**src/rtl/slv_rst_ctrl.sv**
```systemverilog
// ----------------------------------------------------------------------------
// slv_rst_ctrl
// Reset responder for the subordinate reset handshake. On a request from the
// AXI guard it fences the subordinate, waits for it to drain, pulses its
// reset for HoldCycles, waits SettleCycles, then reports completion with a
// four-phase req/stat handshake.
//
// Optional build macro: SLV_RST_CTRL_DRAIN_TIMEOUT_EN
//   defined   : the drain wait gives up after DrainTimeout cycles and sets
//               drain_to_o.
//   undefined : the drain wait is unbounded and drain_to_o stays 0.
//
// Ports
//   clk_i       in   clock
//   rst_ni      in   asynchronous active-low reset
//   rst_req_i   in   reset request from guard (level)
//   rst_stat_o  out  reset-complete status to guard
//   slv_idle_i  in   subordinate has no outstanding transactions
//   isolate_o   out  fence new AXI requests toward the subordinate
//   slv_rst_no  out  active-low reset to the subordinate
//   busy_o      out  sequence in progress (decode of state)
//   drain_to_o  out  sticky: last drain ended by timeout
//   rst_cnt_o   out  completed resets, saturating
// ----------------------------------------------------------------------------
module slv_rst_ctrl #(
    parameter int unsigned HoldCycles   = 16,
    parameter int unsigned SettleCycles = 8,
    parameter int unsigned DrainTimeout = 1024,
    parameter int unsigned CntWidth     = 8
) (
    input  logic                clk_i,
    input  logic                rst_ni,
    input  logic                rst_req_i,
    output logic                rst_stat_o,
    input  logic                slv_idle_i,
    output logic                isolate_o,
    output logic                slv_rst_no,
    output logic                busy_o,
    output logic                drain_to_o,
    output logic [CntWidth-1:0] rst_cnt_o
);

    localparam int unsigned MaxHs  = (HoldCycles > SettleCycles) ? HoldCycles : SettleCycles;
    localparam int unsigned MaxCnt = (MaxHs > DrainTimeout) ? MaxHs : DrainTimeout;
    localparam int unsigned CW     = $clog2(MaxCnt + 1);

    typedef enum logic [2:0] {
        ST_IDLE,
        ST_ISOLATE,
        ST_ASSERT,
        ST_RELEASE,
        ST_DONE
    } state_e;

    state_e                state_q, state_d;
    logic [CW-1:0]         cnt_q, cnt_d;
    logic                  isolate_d;
    logic                  slv_rst_n_d;
    logic                  stat_d;
    logic                  drain_to_d;
    logic [CntWidth-1:0]   rst_cnt_d;

    // Next-state, shared counter and next values of the registered outputs
    always_comb begin
        state_d    = state_q;
        cnt_d      = cnt_q;
        drain_to_d = drain_to_o;
        rst_cnt_d  = rst_cnt_o;

        case (state_q)
            ST_IDLE: begin
                if (rst_req_i) begin
                    state_d    = ST_ISOLATE;
                    cnt_d      = '0;
                    drain_to_d = 1'b0;
                end
            end

            ST_ISOLATE: begin
                // Idle wins over a coincident timeout
                if (slv_idle_i) begin
                    state_d = ST_ASSERT;
                    cnt_d   = '0;
                end
`ifdef SLV_RST_CTRL_DRAIN_TIMEOUT_EN
                else if (cnt_q == CW'(DrainTimeout - 1)) begin
                    state_d    = ST_ASSERT;
                    cnt_d      = '0;
                    drain_to_d = 1'b1;
                end else begin
                    cnt_d = cnt_q + CW'(1);
                end
`endif
            end

            ST_ASSERT: begin
                if (cnt_q == CW'(HoldCycles - 1)) begin
                    state_d = ST_RELEASE;
                    cnt_d   = '0;
                end else begin
                    cnt_d = cnt_q + CW'(1);
                end
            end

            ST_RELEASE: begin
                if (cnt_q == CW'(SettleCycles - 1)) begin
                    state_d = ST_DONE;
                    cnt_d   = '0;
                    if (rst_cnt_o != '1) begin
                        rst_cnt_d = rst_cnt_o + CntWidth'(1);
                    end
                end else begin
                    cnt_d = cnt_q + CW'(1);
                end
            end

            ST_DONE: begin
                if (!rst_req_i) begin
                    state_d = ST_IDLE;
                end
            end

            default: begin
                state_d = ST_IDLE;
            end
        endcase

        // Outputs are registered decodes of the next state
        isolate_d   = (state_d == ST_ISOLATE) || (state_d == ST_ASSERT) ||
                      (state_d == ST_RELEASE);
        slv_rst_n_d = (state_d != ST_ASSERT);
        stat_d      = (state_d == ST_DONE);
    end

    // State, counter and output registers; subordinate held in reset with us
    always_ff @(posedge clk_i or negedge rst_ni) begin
        if (!rst_ni) begin
            state_q    <= ST_IDLE;
            cnt_q      <= '0;
            isolate_o  <= 1'b0;
            slv_rst_no <= 1'b0;
            rst_stat_o <= 1'b0;
            drain_to_o <= 1'b0;
            rst_cnt_o  <= '0;
        end else begin
            state_q    <= state_d;
            cnt_q      <= cnt_d;
            isolate_o  <= isolate_d;
            slv_rst_no <= slv_rst_n_d;
            rst_stat_o <= stat_d;
            drain_to_o <= drain_to_d;
            rst_cnt_o  <= rst_cnt_d;
        end
    end

    assign busy_o = (state_q != ST_IDLE);

endmodule

```
**config.mk**
```make
export PLATFORM = sky130hd
export DESIGN_NAME = slv_rst_ctrl
export DESIGN_NICKNAME = d
export VERILOG_FILES = /design/src/rtl/slv_rst_ctrl.sv
export SDC_FILE = /design/constraint.sdc
export NUM_CORES = 1
export LEC_CHECK = 0
export BUFFER_PORTS_ARGS = -buffer_cell sky130_fd_sc_hd__clkbuf_2
export CORE_MARGIN = 4
export CORE_UTILIZATION = 25
export DETAILED_ROUTE_END_ITERATION = 10
export SLEW_MARGIN = 15
export SYNTH_ARGS = -nofsm -noshare
export SYNTH_HDL_FRONTEND = slang
export SYNTH_SLANG_ARGS = --single-unit
```
**constraint.sdc**
```tcl
create_clock -name clk_i -period 2.6 [get_ports clk_i]
set_input_delay 0.13 -clock clk_i [delete_from_list [all_inputs] [get_ports clk_i]]
set_output_delay 0.13 -clock clk_i [all_outputs]
set_load 0.01 [all_outputs]
```
* Word-level counts from Yosys, hierarchy flattened
Cells that the tools add are included.
W data, S select, Z words.
** Word-level totals
- Bits in registers :: 25
- Latch bits :: 0
- Memory bits (writable) :: 0
- ROM bits :: 0
- Input bits :: 4
- Output and inout bits :: 13
- Word-level logic and storage cells :: 40
- Memories :: 0
** Operators by class
- Add/subtract/negate cells :: 2
- Multipliers :: 0
- Div/mod/pow operators :: 0
- $lt $le $gt $ge :: 0
- Equality and inequality tests :: 14
- Shifts and indexed selects :: 0
- Mux-type cells :: 11
- Bitwise logic cells :: 0
- Reductions and logical operators :: 7
** Operators with widths (number)
- $mux W11 :: 4
- $pmux W11 S4 :: 1
- $mux W3 :: 5
- $pmux W3 S5 :: 1
- $eq A3 B2 Y1 const B :: 4
- $add A11 B1 Y11 const B :: 1
- $eq A11 B3 Y1 const B :: 1
- $eq A11 B4 Y1 const B :: 1
- $add A8 B1 Y8 const B :: 1
- $ne A8 B8 Y1 const B :: 1
- $eq A3 B1 Y1 const B :: 2
- $eq A3 B3 Y1 const B :: 2
- $reduce_and A3 Y1 :: 2
- $ne A2 B2 Y1 const B :: 2
- $reduce_bool A4 Y1 :: 1
- $logic_not A3 Y1 :: 1
- $ne A3 B2 Y1 const B :: 1
- $reduce_bool A3 Y1 :: 1
- $logic_or A1 B1 Y1 :: 2

* Depth between registers and ports, before layout
- Depth after elaboration :: 6
- Gate-level depth with buffers :: 6
- Depth with buffers taken out :: 5

* Worst setup path after synthesis
No wires, ideal clock.
- Kind :: flip-flop to flip-flop
- Start :: register cnt_q[7]
- End :: register rst_cnt_o[1]
- Setup time :: 127 ps
- Arrival time :: 1943 ps
- Data required time :: 2473 ps
- Setup slack :: 529 ps
- Stages on the path, launching flop included :: 5
- Path buffers :: 0
- Period minus slack after synthesis :: 2071 ps
- Cells stage by stage :: dfrtp_1 or4_4 nor4_4 and2_4 mux2_1
** On the way
- Word-level cells in the longest chain between the ends :: 2
** Ends and longest elaborated chain
- start, declared :: RTL line 56 : logic [CW-1:0] cnt_q, cnt_d;
- start signal, assigned :: RTL line 147 : cnt_q <= cnt_d;
- $eq A11 B3 Y1 :: RTL line 106 : if (cnt_q == CW'(SettleCycles - 1)) begin
- $reduce_and A3 Y1 (no line)
- end signal, assigned :: RTL line 152 : rst_cnt_o <= rst_cnt_d;
- end, declared :: RTL line 40 : output logic [CntWidth-1:0] rst_cnt_o
Every way passes these cells.
A chain may end at the register's enable or synchronous reset.

* Final worst setup path
Same ends and word-level chain as after synthesis.

==> flow_summary.ini <==
[detailed_routing]
remaining_drc_errors = 0
routed_wl_mm = 2.67
routed-via-count = 1072
drt_first_pass_iters = 4
drtAntennaViolNets = 0
detailedRoute.firstIterationViolations = 39
wl_per_cell_um = 11.9
vias_per_std_cell = 4.79

[critical_path]
endpoint_of_the_worst_setup_timing_path = rst_cnt_o[1]
r2r-end = rst_cnt_o[1]
startpoint = cnt_q[7]
crit_path_max_fanout = 8
worst-endpoint-required_ns = 2.76
crit_path_class = flop to flop
critical_path.endpoint_type = flop
r2r_start = cnt_q[7]
length_in_cells_of_the_worst_reg_to_reg_path = 4
setup.reg_to_reg.worst_slack_ns = 0.36
startpoint_type = flop
cp_data_arrival_time_ns = 2.40

[placement]
detailedPlace.worstSlack_ns = 0.390
placed_wire_length_estimate_after_detailed_placement_mm = 1.87
dp.cells = 219
portBuffers = 15
place.gp.congestion = 0.732

[sta]
count_of_endpoints_failing_setup_in_the_final_report = 0
report.final.hold_viol_count = 0
rsz_0062_raised_after_global_routing = false
fin_crit_ns = 2.24
finalMaxSlewViolations = 0
timing.final.ws_setup_ns = 0.360
timing.clock.skew_ns = 0.00432
worst_margin_pin_slew_ns = 0.611
final_min_period_over_clock_period_pct = 86.2
fin_hold_ws_ns = 0.143
setup_tns_final_ns = 0
slew_headroom_pct = 59.3
max_freq_mhz = 446

[cells_and_area]
final_layout_size_suffix_gt1_share_pct = 17.5
nNetsFinal = 161
mostFrequentLayoutCell = sky130_fd_sc_hd__dfrtp_1
area_growth_syn_to_layout_pct = 15.6
mostFrequentLayoutCells = 25 x sky130_fd_sc_hd__dfrtp_1, 15 x sky130_fd_sc_hd__clkbuf_2, 14 x sky130_fd_sc_hd__nand2_1
num_antenna_cells = 0
layoutNonFillerInstCount = 224

[floorplanning]
initial_utilization_pct = 25.8
fp.dieArea_sq_mm = 0.00654
horizontal_extent_of_the_die_um = 80.9
die_height_um = 80.9
num_io_pins = 17
coreArea_sq_mm = 0.00514
core.rowCount = 26

[cts]
post_cts_resized = 0
clock_tree.root_cell = sky130_fd_sc_hd__clkbuf_8
clk_lat_worst_skew_ns = 0.27
clock_sink_count = 25
htree_num_levels = 1
path_clk_slew_ns = 0.09
ctsLongestPathBuffers = 2
tritoncts = done
tritoncts.num_buffers = 3

[global_route]
via_count_of_the_first_global_routing_pass = 1025
grt_remaining_overflow = 0
grt_util_all_layers_pct = 9.24
grt_antenna_before_repair = 0
grt_pass1_wl_mm = 4.77
grt_max_degree = 26

[status]
status = finished, final reports clean

[power_and_ir_drop]
peakVddDrop_mv = 0.337
power_per_unit_of_standard_cell_area_mw_per_mm2 = 997
leakagePower_uw = 0.000703
overall_power_after_layout_uw = 1530

[yosys]
synthDominantAreaCellType = sky130_fd_sc_hd__dfrtp_1
ys_seq_elements = 25
synth_enable_flop_cells = 0
share_of_the_synthesized_area_in_the_top_cell_type_pct = 47.1
mappedNetlistArea_sq_mm = 0.00133
postSynthAreaPerCell_sq_um = 9.55
synth_fp_nets = 145
synth_flop_cell = sky130_fd_sc_hd__dfrtp_1
synth.distinct_cells = 41
count_of_yosys_warnings_during_synthesis = 0
synthesis.instances = 139
asyncSetResetFlopFracSynth_pct = 100
synth_area_leaders = sky130_fd_sc_hd__dfrtp_1 47%, sky130_fd_sc_hd__a31oi_1 4.7%, sky130_fd_sc_hd__a21oi_1 4.1%
fraction_of_the_yosys_area_taken_by_sequential_cells_pct = 47.1

[run]
max_cap_viol_count = 0

[min_path]
min-delay-path-class = input port to flop
## state kept, by name, indices dropped and copies added (netlist names)
signal,flops
rst_stat_o,1
rst_cnt_o,8
cnt_q,11
state_q,3
slv_rst_no,1
isolate_o,1
## how the worst min path moves through the flow
stage	from	endpoint	slack (ns)	cells after the start
finish	rst_req_i	state_q[2]	0.14	3
global placement	rst_ni	rst_cnt_o[5]	0.18	1
detailed placement	rst_ni	rst_cnt_o[5]	0.17	1
CTS	rst_req_i	rst_stat_o	0.14	3
global route	rst_req_i	rst_stat_o	0.16	3
floorplan	rst_ni	cnt_q[0]	-0.17	0
## cell usage after synthesis, drive strengths merged (2+ instances only)
master	instances
nand4	4
nor4	3
clkbuf	6
nor2	7
dfrtp	25
o21ai	10
nand3	6
xnor2	3
a31oi	10
buf	2
or3	2
a41oi	3
mux2	2
nand2	14
ha	2
nand2b	4
inv	4
and3	4
a21oi	11
## where the power goes
part	total, uW	internal [uW]	switching, uW
combinational	652	274	378
clock	237	109	129
sequential	641	510	132
## final cells by class
| type | count | area (sq um) |
|---|---|---|
| Clock buffer | 3 | 41.3 |
| Clock inverter | 1 | 7.51 |
| Fill cell | 560 | 3600 |
| Inverter | 4 | 15.0 |
| Multi-Input combinational cell | 102 | 651 |
| Sequential cell | 25 | 626 |
| Tap cell | 70 | 87.6 |
| Timing Repair Buffer | 19 | 108 |
## per-layer routing
layer  global-route usage (%)  vias to the layer above  part of all wire, %
li1                         -                      541                    -
met1                     11.1                      509                   47
met2                     15.7                       18                   48
met3                     2.00                        4                  4.0
met4                     4.22                        0                  1.2
met5                        0                        -                    0
## worst max-delay path, stage by stage, from the launching register on
cell                      delay [ns]
sky130_fd_sc_hd__dfrtp_1        0.44
sky130_fd_sc_hd__or4_4          0.60
sky130_fd_sc_hd__nor4_4         0.52
sky130_fd_sc_hd__and2_4         0.27
sky130_fd_sc_hd__mux2_1         0.31
## timing repair
item	4_1_cts	5_1_grt
buffers inserted	0	0
hold buffers	1	0
hold endpoints to repair	25	0
## metrics by stage
step	utilization [%]	cell area [sq um]
after floorplan	-	1330
after global placement	28.7	1480
after detailed placement	28.7	1480
after CTS	29.9	1540
after global routing	29.9	1540
final	29.9	1540
## cell families (layout without fill, tap and decap cells)
group	Yosys count	count (layout)	share of synthesized area, %
AND/OR/NAND/NOR	53	53	23.6
AO/OA/AOI/OAI	39	39	17.9
flip-flops	25	25	47.1
buffers and inverters	12	27	3.86
XOR/XNOR	4	4	2.64
multiplexers	3	3	2.73
adder cells (fa/ha/maj)	2	2	1.88
other	1	1	0.282
Power figures use the tool's default switching activity.
